`src/rtl/sincronizador_vga_param.sv`:
```
// ---------------------------------------------------------------------------
// sincronizador_vga_param
//
// Parametrised VGA timing generator. A clock divider produces a one-CLK pixel
// strobe; on each strobe the horizontal/vertical counters advance and wrap
// at the configured line/frame totals. The counters are decoded into a
// visible-area flag and horizontal/vertical sync levels, and those three
// signals pass through an optional delay line. The delay line lets the sync
// and blanking outputs line up with the latency of downstream pixel-fetch
// logic. ENABLE=0 freezes the timing and blanks the display.
//
// Ports:
//   CLK           system clock, all logic on the rising edge
//   RESET         synchronous, active-high reset
//   ENABLE        1 = run, 0 = hold counters and blank the outputs
//   p_tick        one-CLK pixel strobe
//   pixel_X       horizontal counter (not delayed)
//   pixel_Y       vertical counter (not delayed)
//   video_on      pixel inside the visible area (delayed SYNC_DLY CLKs)
//   sincro_horiz  horizontal sync (delayed SYNC_DLY CLKs)
//   sincro_vert   vertical sync (delayed SYNC_DLY CLKs)
//   line_start    one-CLK strobe as pixel_X wraps to 0
//   frame_start   one-CLK strobe as both counters wrap to (0,0)
// ---------------------------------------------------------------------------
module sincronizador_vga_param #(
    parameter int DIV      = 2,
    parameter int H_VIS    = 640,
    parameter int H_FP     = 16,
    parameter int H_SYNC   = 96,
    parameter int H_BP     = 48,
    parameter int V_VIS    = 480,
    parameter int V_FP     = 10,
    parameter int V_SYNC   = 2,
    parameter int V_BP     = 33,
    parameter int H_POL    = 0,
    parameter int V_POL    = 0,
    parameter int SYNC_DLY = 0,
    parameter int CW       = 10
) (
    input  logic          CLK,
    input  logic          RESET,
    input  logic          ENABLE,
    output logic          p_tick,
    output logic [CW-1:0] pixel_X,
    output logic [CW-1:0] pixel_Y,
    output logic          video_on,
    output logic          sincro_horiz,
    output logic          sincro_vert,
    output logic          line_start,
    output logic          frame_start
);

    localparam int H_TOTAL = H_VIS + H_FP + H_SYNC + H_BP;
    localparam int V_TOTAL = V_VIS + V_FP + V_SYNC + V_BP;

    // A one-bit divider is kept even for DIV=1; it simply stays at 0.
    localparam int DW = (DIV > 1) ? $clog2(DIV) : 1;

    localparam logic [DW-1:0] DIV_LAST = DW'(DIV - 1);

    localparam logic [CW-1:0] H_LAST   = CW'(H_TOTAL - 1);
    localparam logic [CW-1:0] V_LAST   = CW'(V_TOTAL - 1);
    localparam logic [CW-1:0] H_VIS_C  = CW'(H_VIS);
    localparam logic [CW-1:0] V_VIS_C  = CW'(V_VIS);
    localparam logic [CW-1:0] HS_FIRST = CW'(H_VIS + H_FP);
    localparam logic [CW-1:0] HS_LAST  = CW'(H_VIS + H_FP + H_SYNC - 1);
    localparam logic [CW-1:0] VS_FIRST = CW'(V_VIS + V_FP);
    localparam logic [CW-1:0] VS_LAST  = CW'(V_VIS + V_FP + V_SYNC - 1);

    localparam logic H_ACT = (H_POL != 0) ? 1'b1 : 1'b0;
    localparam logic V_ACT = (V_POL != 0) ? 1'b1 : 1'b0;

    // Idle word for the delay line: blanked, both syncs at their inactive level.
    localparam logic [2:0] IDLE_WORD = {1'b0, !H_ACT, !V_ACT};

    logic [DW-1:0] div_cnt_q, div_cnt_d;
    logic [CW-1:0] pixel_x_q, pixel_x_d;
    logic [CW-1:0] pixel_y_q, pixel_y_d;

    logic tick;
    logic x_last;
    logic y_last;
    logic vis_raw;
    logic hs_raw;
    logic vs_raw;

    assign tick   = ENABLE && (div_cnt_q == DIV_LAST);
    assign x_last = (pixel_x_q == H_LAST);
    assign y_last = (pixel_y_q == V_LAST);

    // Next-state for the divider and pixel counters. Everything holds while
    // ENABLE is low, so resuming continues from exactly where timing stopped.
    always_comb begin
        div_cnt_d = div_cnt_q;
        pixel_x_d = pixel_x_q;
        pixel_y_d = pixel_y_q;
        if (ENABLE) begin
            div_cnt_d = (div_cnt_q == DIV_LAST) ? '0 : div_cnt_q + DW'(1);
        end
        if (tick) begin
            if (x_last) begin
                pixel_x_d = '0;
                pixel_y_d = y_last ? '0 : pixel_y_q + CW'(1);
            end else begin
                pixel_x_d = pixel_x_q + CW'(1);
            end
        end
    end

    always_ff @(posedge CLK) begin
        if (RESET) begin
            div_cnt_q <= '0;
            pixel_x_q <= '0;
            pixel_y_q <= '0;
        end else begin
            div_cnt_q <= div_cnt_d;
            pixel_x_q <= pixel_x_d;
            pixel_y_q <= pixel_y_d;
        end
    end

    // Undelayed decode. Holding (ENABLE=0) blanks the picture and parks both
    // syncs at their inactive level before they enter the delay line.
    always_comb begin
        vis_raw = ENABLE && (pixel_x_q < H_VIS_C) && (pixel_y_q < V_VIS_C);
        hs_raw  = !H_ACT;
        vs_raw  = !V_ACT;
        if (ENABLE && (pixel_x_q >= HS_FIRST) && (pixel_x_q <= HS_LAST)) begin
            hs_raw = H_ACT;
        end
        if (ENABLE && (pixel_y_q >= VS_FIRST) && (pixel_y_q <= VS_LAST)) begin
            vs_raw = V_ACT;
        end
    end

    assign p_tick      = tick;
    assign pixel_X     = pixel_x_q;
    assign pixel_Y     = pixel_y_q;
    assign line_start  = tick && x_last;
    assign frame_start = tick && x_last && y_last;

    generate
        if (SYNC_DLY == 0) begin : g_no_dly
            assign video_on     = vis_raw;
            assign sincro_horiz = hs_raw;
            assign sincro_vert  = vs_raw;
        end else begin : g_dly
            logic [2:0] dly_q [SYNC_DLY];
            logic [2:0] dly_d [SYNC_DLY];

            // Stage 0 takes the fresh decode; each later stage copies the one
            // before it, so the last stage is the decode from SYNC_DLY CLKs ago.
            always_comb begin
                dly_d[0] = {vis_raw, hs_raw, vs_raw};
                for (int i = 1; i < SYNC_DLY; i++) begin
                    dly_d[i] = dly_q[i-1];
                end
            end

            always_ff @(posedge CLK) begin
                if (RESET) begin
                    for (int i = 0; i < SYNC_DLY; i++) begin
                        dly_q[i] <= IDLE_WORD;
                    end
                end else begin
                    for (int i = 0; i < SYNC_DLY; i++) begin
                        dly_q[i] <= dly_d[i];
                    end
                end
            end

            assign video_on     = dly_q[SYNC_DLY-1][2];
            assign sincro_horiz = dly_q[SYNC_DLY-1][1];
            assign sincro_vert  = dly_q[SYNC_DLY-1][0];
        end
    endgenerate

endmodule

```
`config.mk`:
```
export PLATFORM = sky130hd
export DESIGN_NAME = sincronizador_vga_param
export DESIGN_NICKNAME = d
export VERILOG_FILES = /design/src/rtl/sincronizador_vga_param.sv
export SDC_FILE = /design/constraint.sdc
export NUM_CORES = 1
export LEC_CHECK = 0
export CORE_ASPECT_RATIO = 1.4
export CORE_MARGIN = 5
export CORE_UTILIZATION = 47
export CTS_CLUSTER_DIAMETER = 150
export CTS_CLUSTER_SIZE = 24
export DETAILED_ROUTE_END_ITERATION = 12
export PLACE_DENSITY = 0.81
export SETUP_SLACK_MARGIN = 0.4
export SYNTH_ARGS = -nofsm -noshare
export SYNTH_HDL_FRONTEND = slang
export SYNTH_SLANG_ARGS = --single-unit
```
`constraint.sdc`:
```
create_clock -name CLK -period 2.7 [get_ports CLK]
set_input_delay 0.27 -clock CLK [delete_from_list [all_inputs] [get_ports CLK]]
set_output_delay 0.27 -clock CLK [all_outputs]
set_load 0.02 [all_outputs]
```
==> results of run 1 <==
==> cell type report <==
class	instances	area, µm²	area share, %
multi-input cells	94	636.9	43.96
well taps	22	27.53	1.900
clock buffers	4	26.28	1.813
repair buffers	30	300.3	20.73
flip-flops and latches	21	427.9	29.53
inverters	8	30.03	2.073
==> Yosys cell counts, drive strengths merged <==
| library cell | instances | share of area (%) |
|---|---|---|
| dfxtp | 21 | 38 |
| nor2 | 12 | 4.1 |
| a21oi | 9 | 4.5 |
| inv | 8 | 2.7 |
| o21ai | 8 | 3.7 |
| or3 | 8 | 4.6 |
| xnor2 | 8 | 6.4 |
| nand4 | 7 | 4.0 |
| nand2 | 6 | 2.1 |
| nand3 | 5 | 3.4 |
| ha | 4 | 4.6 |
| nor3 | 4 | 1.8 |
| and4 | 3 | 2.4 |
| nor4bb | 3 | 2.7 |
| or4 | 3 | 3.1 |
| xor2 | 3 | 2.4 |
| clkbuf | 2 | 0.69 |
| and2 | 1 | 0.57 |
| and3 | 1 | 0.57 |
| mux2i | 1 | 0.91 |
| nand2b | 1 | 0.57 |
| nand4b | 1 | 0.80 |
| nand4bb | 1 | 1.0 |
| nor2b | 1 | 0.57 |
| nor4b | 1 | 0.80 |
| o21bai | 1 | 1.0 |
| o31ai | 1 | 0.69 |
| or4b | 1 | 0.91 |
==> path summary, 6_finish.rpt <==
path                   start          to  slack, ns
hold / removal    pixel_Y[1]  pixel_Y[1]       0.53
setup / recovery  pixel_X[0]  line_start       0.48
setup reg to reg  pixel_X[0]  pixel_Y[7]       0.56
hold reg to reg   pixel_Y[1]  pixel_Y[1]       0.53
==> repair_timing <==
item,4_1_cts,5_1_grt
buffers inserted,0,0
pin swaps,0,0
resized for setup,7,5
setup endpoints to repair,2,4
==> worst min-delay path: stages, from the launching register on <==
cell                      delay (ns)
sky130_fd_sc_hd__dfxtp_2        0.38
sky130_fd_sc_hd__nand2_1        0.07
sky130_fd_sc_hd__a21oi_1        0.06
==> routing by layer <==
layer	GRT usage, %	share of wire [%]	up-vias
li1	-	-	517
met4	8.626	2.7	0
met5	0	0	-
met1	20.77	41	506
met2	30.28	51	34
met3	4.251	5.3	9
==> logic make-up after synthesis <==
family / count (synthesis)
AOI/OAI and AO/OA: 19
buffers and inverters: 10
xor gates and xnor gates: 11
and+or+nand+nor: 59
muxes: 1
DFF: 21
adders and majority gates: 4
==> power groups by stage <==
stage / clock network [mW] / registers [mW] / logic (mW)
final: 0.153 / 0.317 / 0.0327
after global routing: 0.167 / 0.319 / 0.0359
after CTS: 0.156 / 0.318 / 0.0333
after detailed placement: 0 / 0.325 / 0.0330
after global placement: 0 / 0.324 / 0.0324
after floorplan: 0 / 0.326 / 0.0155
==> metrics by stage <==
stage                     utilization (%)  total power [mW]  setup WS (ns)
after floorplan                         -            0.3412         0.5325
after global placement              64.03            0.3568         0.2438
after detailed placement            64.03            0.3576         0.2217
after CTS                           65.40            0.5068         0.4161
after global routing                65.80            0.5215         0.3926
final                               65.80            0.5036         0.4804
==> state kept, by name (all words and copies together) (netlist names) <==
register	flops
pixel_X	10
pixel_Y	10
div_cnt_q	1
==> results.py, run 1 <==
metrics = {
    "sta": {
        "final.setup.tns_ns": 0,
        "min_period_ns": 2.220,
        "hold_slack_ns": 0.5291,
        "max_freq_mhz": 450.5,
        "timing.slew.headroom_pct": 70.82,
        "unrepaired_setup_endpoints_after_global_routing": "true",
        "total_setup_violations_reported_at_the_end_of_the_flow": 0,
        "final_min_period_over_clock_period_pct": 82.21,
        "timing_worst_slew_pin_value_ns": 0.4374,
        "clock_skews_ns": 0.007386,
        "timing.final.max_slew_violations": 0,
        "hold_viol": 0,
    },
    "worst_hold_path": {
        "whs_path_cells": 2,
        "worst_min_delay_path_class": "register to register",
    },
    "grt": {
        "maximum_number_of_pins_on_one_net_before_global_route_repair": 14,
        "grt_first_pass_wirelength_mm": 4.767,
        "grt-ovfl-total": 0,
        "grt.total_usage_pct": 17.90,
        "grt_pass1_vias": 1068,
        "number_of_antenna_violations_at_the_first_check_in_global_routing": 0,
    },
    "cts": {
        "tritoncts.num_buffers": 3,
        "clock-sinks": 21,
        "root_buffer": "sky130_fd_sc_hd__clkbuf_4",
        "worst_setup_hold_path_clk_slew_ns": 0.12,
        "cts_buffer_depth": 2,
        "ctsHtreeMaxLevel": 1,
        "tritoncts": "yes",
        "holdBufCountCts": 0,
        "clk_latency_ns": 0.31,
    },
    "logic_synthesis": {
        "number_of_library_cell_types_mapped_by_synthesis": 30,
        "synthesis.area_um2": 1095,
        "synthesized_flop_and_latch_total": 21,
        "postSynthCellCount": 125,
        "synth_fp_nets": 132,
        "yosys-mux-area-fraction_pct": 0.9143,
        "synthXorXnorAreaFrac_pct": 8.800,
        "post_synth.cell_area_avg_um2": 8.758,
        "synth_adder_area_share_pct": 4.571,
        "synth_top_family_by_area": "simple AND/OR/NAND/NOR gates",
        "synth_simple_gate_area_share_pct": 34.06,
        "seq_area_frac_synth_pct": 38.40,
        "synth_area_in_compound_gates_pct": 9.829,
        "ys_warn_count": 0,
    },
    "finish": {
        "flow.area_growth_from_synthesis_pct": 32.34,
        "final_area_um2": 1449,
        "final_standard_cell_count_with_taps_included_and_fillers_excluded": 179,
        "final_nets": 165,
        "fill_cells": 199,
        "n_antenna_cell": 0,
        "layout.cells.most_common_list": "sky130_fd_sc_hd__clkdlybuf4s50_1 (25), sky130_fd_sc_hd__dfxtp_1 (17), sky130_fd_sc_hd__nor2_1 (12)",
        "layout.cells.most_common": "sky130_fd_sc_hd__clkdlybuf4s50_1",
        "layout-drive-gt1-share_pct": 10.83,
    },
    "power_and_ir_drop": {
        "internal_power_mw": 0.3865,
        "seq_power_share_pct": 63.0,
        "clockPowerShare_pct": 30.5,
        "netSwitchingFraction_pct": 23.26,
        "power.leakage_nw": 0.4636,
        "power_switching_mw": 0.1171,
        "peakVddDrop_mv": 0.3161,
        "power.density_nw_per_um2": 347.6,
        "share_comb_of_total_power_pct": 6.5,
    },
    "die": {
        "chipHeight_um": 67.11,
        "design.die.area_um2": 3408,
        "design.core.area_um2": 2202,
        "io_pins": 29,
        "die_width_um": 50.79,
        "initial_utilization_pct": 49.72,
        "core.rowCount": 20,
    },
    "setup_path": {
        "startpoint_types": "register",
        "worstSetupPathType": "register to primary output",
        "worst-endpoint-arrival_ns": 1.95,
        "worst-endpoint-required_ns": 2.43,
        "critical-path-slowest-cell": "sky130_fd_sc_hd__or4_4",
        "timing.critical_path.depth": 5,
        "timing.critical_path.fanout_max": 7,
        "timing.critical_path.max_delay_family": "simple AND/OR/NAND/NOR gates",
        "crit_path_cell_trace": "ha_1 -> nand3_4 -> or4_4 -> inv_1 -> clkdlybuf4s15_2",
        "crit_end_category": "primary output",
        "reg2regPathDepth": 6,
        "cp_buf_inv_count": 2,
        "cpPeakStageDelay_ns": 0.55,
    },
    "outcome": {
        "outcome": "complete, no violations",
    },
    "placement": {
        "io_buffers": 28,
        "dp_hpwl_mm": 2.054,
        "place_area_um2": 1410,
        "gpl.final_weighted_congestion": 0.8768,
        "dpl.cell_count": 175,
    },
    "routing": {
        "drtIter0Drc": 28,
        "route.vias.total": 1066,
        "remaining_drcs": 0,
        "avgViaCountPerCell": 5.955,
        "routed_wirelength_mm": 2.759,
        "route.detailed.wl_per_inst_um": 15.41,
        "ant_nets": 0,
        "drt_first_pass_iters": 4,
    },
    "job": {
        "max_cap_violations": 0,
    },
}
(Power assumes the default switching activity.)
==> run 2: changes to the inputs <==
==> constraint.sdc (replaced) <==
create_clock -name CLK -period 2.1 [get_ports CLK]
set_input_delay 0.21 -clock CLK [delete_from_list [all_inputs] [get_ports CLK]]
set_output_delay 0.21 -clock CLK [all_outputs]
set_load 0.02 [all_outputs]
==> run 2 against run 1 <==
Net effect:
- count of clock-buffer cells in the layout did not move
- die area did not move
- hold slack got worse by 0.032 ns
- total power rose by 30%
- wire length rose by 25%
- flip-flop and latch count did not move
- via count rose by 13%
- combinational power rose by 65%
- critical path depth rose by 1
==> results.py, run 2 (synthesized netlist as in run 1, its figures left out) <==
metrics = {
    "outcome": {
        "outcome": "complete, no violations",
    },
    "grt": {
        "grt-ovfl-total": 0,
        "grt_first_pass_wirelength_mm": 5.692,
        "busiest_layer": "met2",
        "groute.layer.met3.usage_pct": 4.027,
        "maximum_number_of_pins_on_one_net_before_global_route_repair": 12,
        "grt_util_met2_pct": 39.75,
        "number_of_antenna_violations_at_the_first_check_in_global_routing": 0,
        "met1_usage_pct": 24.49,
        "grt_pass1_vias": 1198,
        "grt.total_usage_pct": 21.74,
    },
    "finish": {
        "layout-drive-gt1-share_pct": 42.22,
        "final_core_utilization_pct": 80.34,
        "final_nets": 188,
        "layout.cells.most_common": "sky130_fd_sc_hd__clkdlybuf4s50_1",
        "flow.area_growth_from_synthesis_pct": 61.60,
        "fill_cells": 136,
        "n_antenna_cell": 0,
        "final_standard_cell_count_with_taps_included_and_fillers_excluded": 202,
        "layout.cells.most_common_list": "sky130_fd_sc_hd__clkdlybuf4s50_1 (20), sky130_fd_sc_hd__buf_4 (19), sky130_fd_sc_hd__dfxtp_2 (13)",
        "regArea_um2": 455.4,
        "multi_input_logic_area_um2": 757.0,
    },
    "sta": {
        "final_min_period_over_clock_period_pct": 93.59,
        "timing.slew.headroom_pct": 72.16,
        "hold_viol": 0,
        "timing_worst_slew_pin_value_ns": 0.4118,
        "clock_skews_ns": 0.006063,
        "post-route-worst-setup-slack_ns": 0.1347,
        "unrepaired_setup_endpoints_after_global_routing": "true",
        "hold_slack_ns": 0.4976,
        "max_freq_mhz": 508.8,
        "timing.final.max_slew_violations": 0,
        "min_period_ns": 1.965,
        "total_setup_violations_reported_at_the_end_of_the_flow": 0,
    },
    "setup_path": {
        "crit_end_category": "register",
        "worstSetupPathType": "register to register",
        "worst-endpoint-required_ns": 2.36,
        "worst-endpoint-arrival_ns": 2.22,
        "critical_path.reg2reg.endpoint": "pixel_Y[7]",
        "startpoint_types": "register",
        "reg2regPathDepth": 6,
        "worstReg2RegStart": "pixel_X[1]",
        "reg2reg_slack_ns": 0.13,
        "timing.critical_path.fanout_max": 5,
    },
    "cts": {
        "tritoncts": "yes",
        "ctsHtreeMaxLevel": 1,
        "holdBufCountCts": 0,
        "clk_latency_ns": 0.31,
        "worst_setup_hold_path_clk_slew_ns": 0.12,
        "clock-sinks": 21,
        "root_buffer": "sky130_fd_sc_hd__clkbuf_4",
        "cts_buffer_depth": 2,
        "tritoncts.num_buffers": 3,
    },
    "placement": {
        "dpl.cell_count": 184,
        "dp_hpwl_mm": 2.127,
        "io_buffers": 28,
        "dpl_worst_slack_ns": -0.09893,
        "gpl.final_weighted_congestion": 0.8591,
    },
    "routing": {
        "drt_first_pass_iters": 4,
        "routed_wirelength_mm": 3.438,
        "avgViaCountPerCell": 5.941,
        "remaining_drcs": 0,
        "route.vias.total": 1200,
        "route.detailed.wl_per_inst_um": 17.02,
        "ant_nets": 0,
        "drtIter0Drc": 42,
    },
    "die": {
        "design.die.area_um2": 3408,
        "die_width_um": 50.79,
        "design.core.area_um2": 2202,
        "io_pins": 29,
        "initial_utilization_pct": 49.72,
        "chipHeight_um": 67.11,
        "core.rowCount": 20,
    },
    "worst_hold_path": {
        "worst_hold_path.endpoint": "div_cnt_q",
        "hold_path.startpoint": "ENABLE",
        "whs_path_cells": 4,
        "worst_min_delay_path_class": "primary input to register",
    },
    "power_and_ir_drop": {
        "power.density_nw_per_um2": 370.7,
        "power.leakage_nw": 0.6219,
        "peakVddDrop_mv": 0.3635,
        "post-layout-total-power_mw": 0.6559,
    },
    "job": {
        "max_cap_violations": 0,
    },
}
run 2: changes by cell type in the layout (fill, tap and decap cells not counted), moves of 4 or more:
cell and change:
sky130_fd_sc_hd__a21oi_1 -4, sky130_fd_sc_hd__a21oi_2 +4, sky130_fd_sc_hd__buf_4 +17, sky130_fd_sc_hd__buf_6 +8, sky130_fd_sc_hd__clkdlybuf4s50_1 -5, sky130_fd_sc_hd__dfxtp_1 -14
sky130_fd_sc_hd__dfxtp_2 +10, sky130_fd_sc_hd__dfxtp_4 +4, sky130_fd_sc_hd__inv_1 -4, sky130_fd_sc_hd__inv_2 +4
run 2: worst max path at each step:
stage / cells past startpoint / end / from / slack (ns)
after CTS: 6 / pixel_Y[7] / pixel_X[1] / 0.15
after global placement: 5 / frame_start / ENABLE / -0.08
final: 6 / pixel_Y[7] / pixel_X[1] / 0.13
after detailed placement: 6 / pixel_Y[7] / ENABLE / -0.1
after global routing: 5 / frame_start / pixel_X[1] / 0.09
after floorplan: 5 / pixel_Y[6] / pixel_Y[1] / 0.16
run 2: per-layer routing:
layer | wire length, µm | vias up
met5 | 0 | -
met3 | 241 | 16
met2 | 1795 | 67
li1 | - | 566
met1 | 1292 | 551
met4 | 109 | 0
run 2: layout make-up:
type / count / share of cell area, %
inverters: 8 / 1.697
repair buffers: 52 / 26.73
well taps: 22 / 1.556
multi-input cells: 95 / 42.79
clock buffers: 4 / 1.485
flip-flops and latches: 21 / 25.74
run 2: worst max-delay path, stage by stage, from the launching register on:
cell and delay [ns]:
sky130_fd_sc_hd__dfxtp_4 0.38, sky130_fd_sc_hd__ha_4 0.14, sky130_fd_sc_hd__nand3_4 0.07, sky130_fd_sc_hd__or4_4 0.58
sky130_fd_sc_hd__buf_6 0.16, sky130_fd_sc_hd__or4_4 0.47, sky130_fd_sc_hd__a21oi_2 0.12
run 2: through the flow:
| step | cell area, µm² | TNS [ns] |
|---|---|---|
| after floorplan | 1169 | 0 |
| final | 1769 | 0 |
| after CTS | 1678 | 0 |
| after global placement | 1541 | -0.2226 |
| after global routing | 1769 | 0 |
| after detailed placement | 1541 | -0.2558 |
run 2: report_power, final:
group          switching [mW]  total, mW  internal, mW  leakage [nW]
Sequential            0.00520      0.402         0.397         0.180
Clock                   0.125      0.200        0.0744        0.0150
Combinational          0.0281     0.0541        0.0260         0.427
run 2: timing repair:
| item | 4_1_cts | 5_1_grt |
|---|---|---|
| cloned | 2 | 0 |
| setup endpoints to repair | 22 | 24 |
| resized for setup | 31 | 31 |
| pin swaps | 10 | 9 |
| buffers inserted | 11 | 1 |
==> run 3: changes to the inputs <==
--- a/config.mk
+++ b/config.mk
@@ -5,6 +5,7 @@
 export SDC_FILE = /design/constraint.sdc
 export NUM_CORES = 1
 export LEC_CHECK = 0
+export ABC_CLOCK_PERIOD_IN_PS = 2100
 export CORE_ASPECT_RATIO = 1.4
 export CORE_MARGIN = 5
 export CORE_UTILIZATION = 47
==> results of run 3 <==
No change in the layout: final DEF, timing and power equal those of run 2.
